`src/rtl/hid_ng_pkg.sv`:
```
// Shared definitions for the hid_ng IO-MCU HID receiver: command codes,
// protocol constants and the saturating mouse-delta adder.
package hid_ng_pkg;

    typedef enum logic [7:0] {
        CMD_STATUS = 8'h00,
        CMD_KEY    = 8'h01,
        CMD_MOUSE  = 8'h02,
        CMD_JOY    = 8'h03,
        CMD_DB9    = 8'h04,
        CMD_NONE   = 8'hFF
    } cmd_e;

    localparam logic [7:0] HID_VERSION  = 8'h02;
    localparam logic [7:0] RESP_UNKNOWN = 8'hFF;

    // Signed 8-bit add clamped to +127 / -128.
    function automatic logic signed [7:0] sat_add8(input logic signed [7:0] a,
                                                   input logic signed [7:0] b);
        logic [8:0] s;
        s = {a[7], a} + {b[7], b};
        if (s[8] != s[7]) begin
            return s[8] ? 8'sh80 : 8'sh7F;
        end
        return s[7:0];
    endfunction

endpackage

```
`src/rtl/hid_ng_if.sv`:
```
// MCU byte-stream link: strobed command/data bytes in, registered response byte out.
interface hid_ng_if;
    logic       data_in_strobe;
    logic       data_in_start;
    logic [7:0] data_in;
    logic [7:0] data_out;

    modport master (output data_in_strobe, output data_in_start, output data_in,
                    input  data_out);
    modport slave  (input  data_in_strobe, input  data_in_start, input  data_in,
                    output data_out);
endinterface

```
`src/rtl/hid_evt_fifo.sv`:
```
// Synchronous FIFO with occupancy count; on a full FIFO a simultaneous push
// and pop are both accepted.
module hid_evt_fifo #(
    parameter int WIDTH = 6,
    parameter int DEPTH = 4
) (
    input  logic                     clk,
    input  logic                     rst_n,
    input  logic                     i_push,
    input  logic [WIDTH-1:0]         i_data,
    input  logic                     i_pop,
    output logic [WIDTH-1:0]         o_head,
    output logic [$clog2(DEPTH):0]   o_count,
    output logic                     o_full,
    output logic                     o_empty
);
    localparam int AW = $clog2(DEPTH);
    localparam int CW = AW + 1;

    logic [WIDTH-1:0] r_mem [DEPTH];
    logic [AW-1:0]    r_wr;
    logic [AW-1:0]    r_rd;
    logic [CW-1:0]    r_count;
    logic             w_pop;
    logic             w_push;

    assign o_full  = (r_count == CW'(DEPTH));
    assign o_empty = (r_count == '0);
    assign o_count = r_count;
    assign o_head  = r_mem[r_rd];

    // A pop frees the slot the same cycle, so a push is still accepted when full.
    assign w_pop  = i_pop && !o_empty;
    assign w_push = i_push && (!o_full || w_pop);

    always_ff @(posedge clk or negedge rst_n) begin
        if (!rst_n) begin
            r_wr    <= '0;
            r_rd    <= '0;
            r_count <= '0;
        end else begin
            if (w_push) r_wr <= r_wr + 1'b1;
            if (w_pop)  r_rd <= r_rd + 1'b1;
            r_count <= r_count + CW'(w_push) - CW'(w_pop);
        end
    end

    always_ff @(posedge clk) begin
        if (w_push) r_mem[r_wr] <= i_data;
    end

endmodule

```
`src/rtl/hid_ng.sv`:
```
// IO-MCU HID receiver: decodes the MCU byte stream into keyboard matrix,
// joystick and mouse state, and queues local DB9 changes for the MCU.
module hid_ng
    import hid_ng_pkg::*;
#(
    parameter int NUM_JOY   = 2,
    parameter int NUM_DB9   = 1,
    parameter int KBD_ROWS  = 8,
    parameter int KBD_COLS  = 8,
    parameter int EVT_DEPTH = 4
) (
    input  logic                   clk,
    input  logic                   reset_n,
    hid_ng_if.slave                bus,
    input  logic [6*NUM_DB9-1:0]   db9_port,
    output logic                   irq,
    input  logic                   iack,
    input  logic [KBD_ROWS-1:0]    matrix_col_sel,
    output logic [KBD_COLS-1:0]    matrix_row_in,
    output logic [8*NUM_JOY-1:0]   joystick,
    output logic [8*NUM_JOY-1:0]   joystick_ax,
    output logic [8*NUM_JOY-1:0]   joystick_ay,
    output logic [8*NUM_JOY-1:0]   extra_button,
    output logic [NUM_JOY-1:0]     joystick_strobe,
    output logic [1:0]             mouse_btns,
    output logic [7:0]             mouse_dx,
    output logic [7:0]             mouse_dy,
    input  logic                   mouse_ack,
    output logic                   mouse_strobe
);
    localparam int DBW = 6 * NUM_DB9;
    localparam int CW  = $clog2(EVT_DEPTH) + 1;

    cmd_e                 r_cmd;
    logic [3:0]           r_idx;
    logic [7:0]           r_dout;
    logic [7:0]           r_arg [4];
    logic [KBD_COLS-1:0]  r_matrix [KBD_ROWS];
    logic [8*NUM_JOY-1:0] r_joy_d, r_joy_ax, r_joy_ay, r_joy_ex;
    logic [NUM_JOY-1:0]   r_joy_stb;
    logic [1:0]           r_btns;
    logic signed [7:0]    r_dx, r_dy;
    logic                 r_mstb;
    logic [DBW-1:0]       r_db9_p0, r_db9_p1, r_db9_p2;
    logic                 r_ovf, r_irq, r_armed;

    logic                 w_start, w_byte;
    logic                 w_key_set, w_mouse_add, w_joy_commit, w_status_rd1, w_rearm;
    logic                 w_push, w_pop, w_drop, w_full, w_empty, w_port_last;
    logic [DBW-1:0]       w_head;
    logic [CW-1:0]        w_count;
    logic [5:0]           w_head6, w_live6;
    logic [7:0]           w_resp;
    logic [KBD_COLS-1:0]  w_row_in;

    assign w_start      = bus.data_in_strobe && bus.data_in_start;
    assign w_byte       = bus.data_in_strobe && !bus.data_in_start;
    assign w_key_set    = w_byte && (r_cmd == CMD_KEY)    && (r_idx == 4'd1);
    assign w_mouse_add  = w_byte && (r_cmd == CMD_MOUSE)  && (r_idx == 4'd2);
    assign w_joy_commit = w_byte && (r_cmd == CMD_JOY)    && (r_idx == 4'd4);
    assign w_status_rd1 = w_byte && (r_cmd == CMD_STATUS) && (r_idx == 4'd1);
    assign w_rearm      = w_start && (r_cmd == CMD_DB9);

    // Port addressed by the current CMD 4 byte; the FIFO pops after the last port.
    always_comb begin
        w_head6     = '0;
        w_live6     = '0;
        w_port_last = 1'b0;
        for (int p = 0; p < NUM_DB9; p++) begin
            if ((int'(r_idx) % NUM_DB9) == p) begin
                w_head6     = w_head[p*6 +: 6];
                w_live6     = r_db9_p1[p*6 +: 6];
                w_port_last = (p == NUM_DB9 - 1);
            end
        end
    end

    assign w_pop  = w_byte && (r_cmd == CMD_DB9) && w_port_last && !w_empty;
    assign w_drop = w_push && w_full && !w_pop;

    always_comb begin
        w_resp = 8'h00;
        case (r_cmd)
            CMD_STATUS: begin
                if (r_idx == 4'd0)      w_resp = HID_VERSION;
                else if (r_idx == 4'd1) w_resp = {r_ovf, 3'b000, 4'(w_count)};
            end
            CMD_KEY, CMD_MOUSE, CMD_JOY: w_resp = 8'h00;
            CMD_DB9: w_resp = {2'b00, (w_empty ? w_live6 : w_head6)};
            default: w_resp = RESP_UNKNOWN;
        endcase
    end

    // Parser: command/index tracking and the registered response byte.
    always_ff @(posedge clk or negedge reset_n) begin
        if (!reset_n) begin
            r_cmd  <= CMD_NONE;
            r_idx  <= '0;
            r_dout <= 8'h00;
        end else if (w_start) begin
            r_cmd  <= cmd_e'(bus.data_in);
            r_idx  <= '0;
            r_dout <= 8'h00;
        end else if (w_byte) begin
            if (r_idx != 4'hF) r_idx <= r_idx + 4'd1;
            r_dout <= w_resp;
        end
    end

    // Argument bytes are held until the completing byte of the command.
    always_ff @(posedge clk) begin
        if (w_byte && (r_idx < 4'd4)) r_arg[r_idx[1:0]] <= bus.data_in;
    end

    // Out-of-range row/column never matches a loop index, so it is ignored.
    always_ff @(posedge clk or negedge reset_n) begin
        if (!reset_n) begin
            for (int r = 0; r < KBD_ROWS; r++) r_matrix[r] <= '1;
        end else if (w_key_set) begin
            for (int r = 0; r < KBD_ROWS; r++) begin
                for (int c = 0; c < KBD_COLS; c++) begin
                    if ((r_arg[0][6:0] == 7'(r)) && (bus.data_in == 8'(c)))
                        r_matrix[r][c] <= ~r_arg[0][7];
                end
            end
        end
    end

    always_comb begin
        w_row_in = '1;
        for (int r = 0; r < KBD_ROWS; r++) begin
            if (!matrix_col_sel[r]) w_row_in = w_row_in & r_matrix[r];
        end
    end

    always_ff @(posedge clk or negedge reset_n) begin
        if (!reset_n) begin
            r_joy_d   <= '0;
            r_joy_ax  <= '0;
            r_joy_ay  <= '0;
            r_joy_ex  <= '0;
            r_joy_stb <= '0;
        end else begin
            r_joy_stb <= '0;
            for (int j = 0; j < NUM_JOY; j++) begin
                if (w_joy_commit && (r_arg[0] == 8'(j))) begin
                    r_joy_d[j*8 +: 8]  <= r_arg[1];
                    r_joy_ax[j*8 +: 8] <= r_arg[2];
                    r_joy_ay[j*8 +: 8] <= r_arg[3];
                    r_joy_ex[j*8 +: 8] <= bus.data_in;
                    r_joy_stb[j]       <= 1'b1;
                end
            end
        end
    end

    // An ack coinciding with an add discards the old totals but keeps the new packet.
    always_ff @(posedge clk or negedge reset_n) begin
        if (!reset_n) begin
            r_btns <= '0;
            r_dx   <= '0;
            r_dy   <= '0;
            r_mstb <= 1'b0;
        end else begin
            r_mstb <= w_mouse_add;
            if (w_mouse_add) begin
                r_btns <= r_arg[0][1:0];
                if (mouse_ack) begin
                    r_dx <= signed'(r_arg[1]);
                    r_dy <= signed'(bus.data_in);
                end else begin
                    r_dx <= sat_add8(r_dx, signed'(r_arg[1]));
                    r_dy <= sat_add8(r_dy, signed'(bus.data_in));
                end
            end else if (mouse_ack) begin
                r_dx <= '0;
                r_dy <= '0;
            end
        end
    end

    // DB9 stage p0/p1: synchroniser; p2: last snapshot for change detection.
    always_ff @(posedge clk or negedge reset_n) begin
        if (!reset_n) begin
            r_db9_p0 <= '0;
            r_db9_p1 <= '0;
            r_db9_p2 <= '0;
        end else begin
            r_db9_p0 <= db9_port;
            r_db9_p1 <= r_db9_p0;
            r_db9_p2 <= r_db9_p1;
        end
    end

    assign w_push = (r_db9_p1 != r_db9_p2);

    hid_evt_fifo #(
        .WIDTH (DBW),
        .DEPTH (EVT_DEPTH)
    ) u_evt_fifo (
        .clk     (clk),
        .rst_n   (reset_n),
        .i_push  (w_push),
        .i_data  (r_db9_p1),
        .i_pop   (w_pop),
        .o_head  (w_head),
        .o_count (w_count),
        .o_full  (w_full),
        .o_empty (w_empty)
    );

    // A pending backlog at re-arm raises irq just like a fresh push.
    always_ff @(posedge clk or negedge reset_n) begin
        if (!reset_n) begin
            r_ovf   <= 1'b0;
            r_irq   <= 1'b0;
            r_armed <= 1'b1;
        end else begin
            if (w_drop)            r_ovf <= 1'b1;
            else if (w_status_rd1) r_ovf <= 1'b0;

            if (r_armed && (w_push || !w_empty)) begin
                r_irq   <= 1'b1;
                r_armed <= 1'b0;
            end else begin
                if (iack)    r_irq   <= 1'b0;
                if (w_rearm) r_armed <= 1'b1;
            end
        end
    end

    assign bus.data_out    = r_dout;
    assign irq             = r_irq;
    assign matrix_row_in   = w_row_in;
    assign joystick        = r_joy_d;
    assign joystick_ax     = r_joy_ax;
    assign joystick_ay     = r_joy_ay;
    assign extra_button    = r_joy_ex;
    assign joystick_strobe = r_joy_stb;
    assign mouse_btns      = r_btns;
    assign mouse_dx        = r_dx;
    assign mouse_dy        = r_dy;
    assign mouse_strobe    = r_mstb;

endmodule

```
`src/flat_wrapper.sv`:
```
// flat-port wrapper written by rule: the top's interface ports become plain ports
module hid_ng_flat import hid_ng_pkg::*;
#(
    parameter int NUM_JOY   = 2,
    parameter int NUM_DB9   = 1,
    parameter int KBD_ROWS  = 8,
    parameter int KBD_COLS  = 8,
    parameter int EVT_DEPTH = 4
)
  (clk, reset_n, db9_port, irq, iack, matrix_col_sel, matrix_row_in, joystick, joystick_ax, joystick_ay, extra_button, joystick_strobe, mouse_btns, mouse_dx, mouse_dy, mouse_ack, mouse_strobe, bus_data_in_strobe, bus_data_in_start, bus_data_in, bus_data_out);
  hid_ng_if bus_i ();
  input  logic clk;
  input  logic reset_n;
  input  logic [6*NUM_DB9-1:0] db9_port;
  output logic irq;
  input  logic iack;
  input  logic [KBD_ROWS-1:0] matrix_col_sel;
  output logic [KBD_COLS-1:0] matrix_row_in;
  output logic [8*NUM_JOY-1:0] joystick;
  output logic [8*NUM_JOY-1:0] joystick_ax;
  output logic [8*NUM_JOY-1:0] joystick_ay;
  output logic [8*NUM_JOY-1:0] extra_button;
  output logic [NUM_JOY-1:0] joystick_strobe;
  output logic [1:0] mouse_btns;
  output logic [7:0] mouse_dx;
  output logic [7:0] mouse_dy;
  input  logic mouse_ack;
  output logic mouse_strobe;
  input wire logic [$bits(bus_i.data_in_strobe)-1:0] bus_data_in_strobe;
  input wire logic [$bits(bus_i.data_in_start)-1:0] bus_data_in_start;
  input wire logic [$bits(bus_i.data_in)-1:0] bus_data_in;
  output wire logic [$bits(bus_i.data_out)-1:0] bus_data_out;
  assign bus_i.data_in_strobe = bus_data_in_strobe;
  assign bus_i.data_in_start = bus_data_in_start;
  assign bus_i.data_in = bus_data_in;
  assign bus_data_out = bus_i.data_out;
  hid_ng #(.NUM_JOY(NUM_JOY), .NUM_DB9(NUM_DB9), .KBD_ROWS(KBD_ROWS), .KBD_COLS(KBD_COLS), .EVT_DEPTH(EVT_DEPTH)) u_core (.clk(clk), .reset_n(reset_n), .bus(bus_i), .db9_port(db9_port), .irq(irq), .iack(iack), .matrix_col_sel(matrix_col_sel), .matrix_row_in(matrix_row_in), .joystick(joystick), .joystick_ax(joystick_ax), .joystick_ay(joystick_ay), .extra_button(extra_button), .joystick_strobe(joystick_strobe), .mouse_btns(mouse_btns), .mouse_dx(mouse_dx), .mouse_dy(mouse_dy), .mouse_ack(mouse_ack), .mouse_strobe(mouse_strobe));
endmodule
```
`config.mk`:
```
export PLATFORM = sky130hd
export DESIGN_NAME = hid_ng_flat
export DESIGN_NICKNAME = d
export VERILOG_FILES = /design/src/rtl/hid_ng_pkg.sv /design/src/rtl/hid_ng_if.sv /design/src/rtl/hid_evt_fifo.sv /design/src/rtl/hid_ng.sv /design/src/flat_wrapper.sv
export SDC_FILE = /design/constraint.sdc
export NUM_CORES = 1
export LEC_CHECK = 0
export BUFFER_PORTS_ARGS = -buffer_cell sky130_fd_sc_hd__buf_2
export CELL_PAD_IN_SITES_DETAIL_PLACEMENT = 1
export CELL_PAD_IN_SITES_GLOBAL_PLACEMENT = 2
export CORE_MARGIN = 2
export CORE_UTILIZATION = 42
export DETAILED_ROUTE_END_ITERATION = 8
export MAX_ROUTING_LAYER = met4
export PLACE_DENSITY = 0.88
export SLEW_MARGIN = 25
export SYNTH_ARGS = -nofsm -noshare
export SYNTH_HDL_FRONTEND = slang
export SYNTH_SLANG_ARGS = --single-unit
```
`constraint.sdc`:
```
create_clock -name clk -period 6.2 [get_ports clk]
set_input_delay 0 -clock clk [delete_from_list [all_inputs] [get_ports clk]]
set_output_delay 0 -clock clk [all_outputs]
set_load 0.02 [all_outputs]
```
==> flow_metrics.tcl <==
set metrics [dict create \
    status "completed" \
    worst_skew_pair.late_latency_ns 0.54 \
    synth_top_area_share_pct 27.48 \
    via_per_inst 5.437 \
    holdWs_ns 0.09991 \
    critPathRequiredTime_ns 6.63 \
    synth_warnings 0 \
    synthArstFlopShare_pct 77.87 \
    hpwl_mm 21.43 \
    avgRoutedWirePerCell_um 20.89 \
    cts_setup_buffers 0 \
    clockRootBuffer "clkbuf_16" \
    antenna_left 0 \
    fmax_ghz 0.3117 \
    antenna_found_initial 0 \
    post-route-drc-count 0 \
    relSlewSlack_pct 42.30 \
    die_x_um 168.0 \
    initial_core_util_pct 42.38 \
    setup_violations 0 \
    layout.nets 1212 \
    syn_area_per_cell_um2 11.23 \
    wl_mm 31.71 \
    route.vias.total 8253 \
    synth_cell_types 66 \
    io_buffers 129 \
    cp.arrival_ns 3.64 \
    crit_path_start_kind "flop" \
    grt_util_all_layers_pct 23.52 \
    synth-edff-count 56 \
    area_growth_pct 18.99 \
    cellPowerDensity_nw_per_um2 293.1 \
    place_congestion 0.7779 \
    rows 60 \
    die_h_um 168.0 \
    tritoncts "built" \
    synth_area_leaders "dfrtp_1 27%, dfstp_2 17%, edfxtp_1 15%" \
    clock_sinks 253 \
    worst_pin_slew_ns 0.8655 \
    ys_seq_area_share_pct 59.35 \
    netlist_instances 1006 \
    syn_area_um2 11290 \
    cts-resized-gates 0 \
    drv_slew 0 \
    final_common_cell "nand2_1" \
    cts_buffers 28 \
    worstSetupPathType "reg2reg" \
    hold_viol 0 \
    finalClockSkew_ns 0.009388 \
    path_clk_slew_ns 0.06 \
    drive_gt1_share_pct 27.27 \
    yosys.area.top_type "dfrtp_1" \
    grt_overflow 0 \
    setup_tns_ns 0 \
    post-route-period-util_pct 51.74 \
    ioPinCount 130 \
    drv_cap 0 \
    rsz0062_at_grt "false" \
    synth-main-ff-cell "dfrtp_1" \
    grt_pass1_vias 8702 \
    layout_common_cells "202 x nand2_1, 128 x buf_2, 124 x dfrtp_1" \
    dr.pass1.iters 4 \
    crit_fanout 8 \
    htree_num_levels 1 \
    cts_hold_buf 22 \
    p_leak_uw 0.005916 \
    grt_max_degree 74 \
    ys_ff_latch 253 \
    peakVddDrop_mv 0.1885 \
    period_minus_slack_ns 3.208 \
    syn_nets 1063 \
    cts_buffer_depth 3 \
    die_area_um2 28220 \
    coreArea_um2 26650 \
    drt_iter0_drc 499 \
    grt_pass1_wl_mm 50.27 \
    hold_class "in2reg" \
    endpoint_kind "flop" \
    diodes 0 \
]
per-layer routing:
metal	global-route usage, %	routed length [um]	vias to the layer above
met3	4.302	1751	49
li1	-	-	3868
met2	38.11	15160	180
met4	5.558	612	0
met5	-	0	-
met1	30.98	14180	4156
layout make-up:
| type | count | area [um^2] |
|---|---|---|
| multi-input combinational | 684 | 4319 |
| inverter | 28 | 105.1 |
| sequential | 253 | 6703 |
| timing repair buffer | 160 | 974.7 |
| clock buffer | 40 | 765.7 |
| fill | 2894 | 13210 |
| clock inverter | 12 | 143.9 |
| tap | 341 | 426.7 |
flip-flops by register name, summed over array words and instances, names as in the netlist, 2 cells and up:
signal / count
u_core.r_idx: 4
u_core.r_db9_p0: 6
u_core.u_evt_fifo.r_wr: 2
u_core.bus.data_out: 8
u_core.joystick_ax: 16
u_core.r_arg: 32
u_core.joystick: 16
u_core.mouse_btns: 2
u_core.r_db9_p1: 6
u_core.mouse_dx: 8
u_core.mouse_dy: 8
u_core.r_matrix: 64
u_core.u_evt_fifo.r_rd: 2
u_core.u_evt_fifo.r_mem: 24
u_core.joystick_ay: 16
u_core.extra_button: 16
u_core.joystick_strobe: 2
u_core.r_cmd: 8
u_core.r_db9_p2: 6
u_core.u_evt_fifo.o_count: 3
final timing paths:
path                                     from                            to  slack [ns]  cells past startpoint
max                           u_core.r_cmd[3]  u_core.u_evt_fifo.o_count[2]        2.99                     10
min                               db9_port[4]            u_core.r_db9_p0[4]         0.1                      2
max reg2reg                   u_core.r_cmd[3]  u_core.u_evt_fifo.o_count[2]        2.99                     10
min reg2reg                u_core.r_db9_p0[3]            u_core.r_db9_p1[3]        0.35                      0
max in group asynchronous             reset_n     u_core.joystick_strobe[0]        4.49                      4
min in group asynchronous             reset_n         u_core.joystick_ax[5]        0.51                      3
worst max-delay path: stages (launching register included):
cell	delay, ns
dfstp_2	0.37
or4_1	0.57
nor2_1	0.25
nand4_1	0.32
a31oi_2	0.45
inv_1	0.08
ha_1	0.28
inv_1	0.04
ha_1	0.20
fa_1	0.40
xnor2_1	0.13
cell usage after synthesis, types with 5 or more instances:
cell / number
nand2_1: 202
dfrtp_1: 124
o21ai_0: 76
dfstp_2: 73
edfxtp_1: 56
nor2_1: 48
a21oi_1: 41
mux2_2: 39
o22ai_1: 35
clkbuf_1: 30
ha_1: 26
inv_1: 26
nand2b_1: 16
a21o_1: 15
nor4_1: 15
xnor2_1: 15
nand3_1: 12
nor3_1: 11
a31oi_1: 10
mux2i_1: 10
and2_1: 8
xor2_1: 7
buf_2: 6
mux4_2: 6
nand4_1: 6
o211ai_1: 6
o31ai_1: 6
a22oi_1: 5
through the flow:
step	util (%)	area [um^2]	total power (uW)	setup slack [ns]	instances
global route	50.42	13440	4092	2.714	1518
global placement	46.00	12260	2282	3.070	1442
CTS	50.24	13390	3978	2.957	1516
finish	50.42	13440	3939	2.992	1518
floorplan	-	11290	2144	3.321	1006
detailed placement	46.00	12260	2303	2.987	1442
cell families (layout without fill, tap and decap cells):
logic type      Yosys count  in the layout  synth area share (%)
simple gates            358            358                 15.32
flops                   253            253                 59.35
compound gates          219            219                 11.64
buf+inv                  69            240                 2.493
mux                      56             56                 6.071
fa+ha+maj                29             29                 3.412
xor+xnor                 22             22                 1.706
where the power goes:
group | internal, uW | switching (uW) | total (uW)
registers | 1830 | 76.8 | 1910
clock network | 982 | 669 | 1650
logic | 140 | 241 | 380
total | 2950 | 987 | 3940
Power figures use the tool's default switching activity.
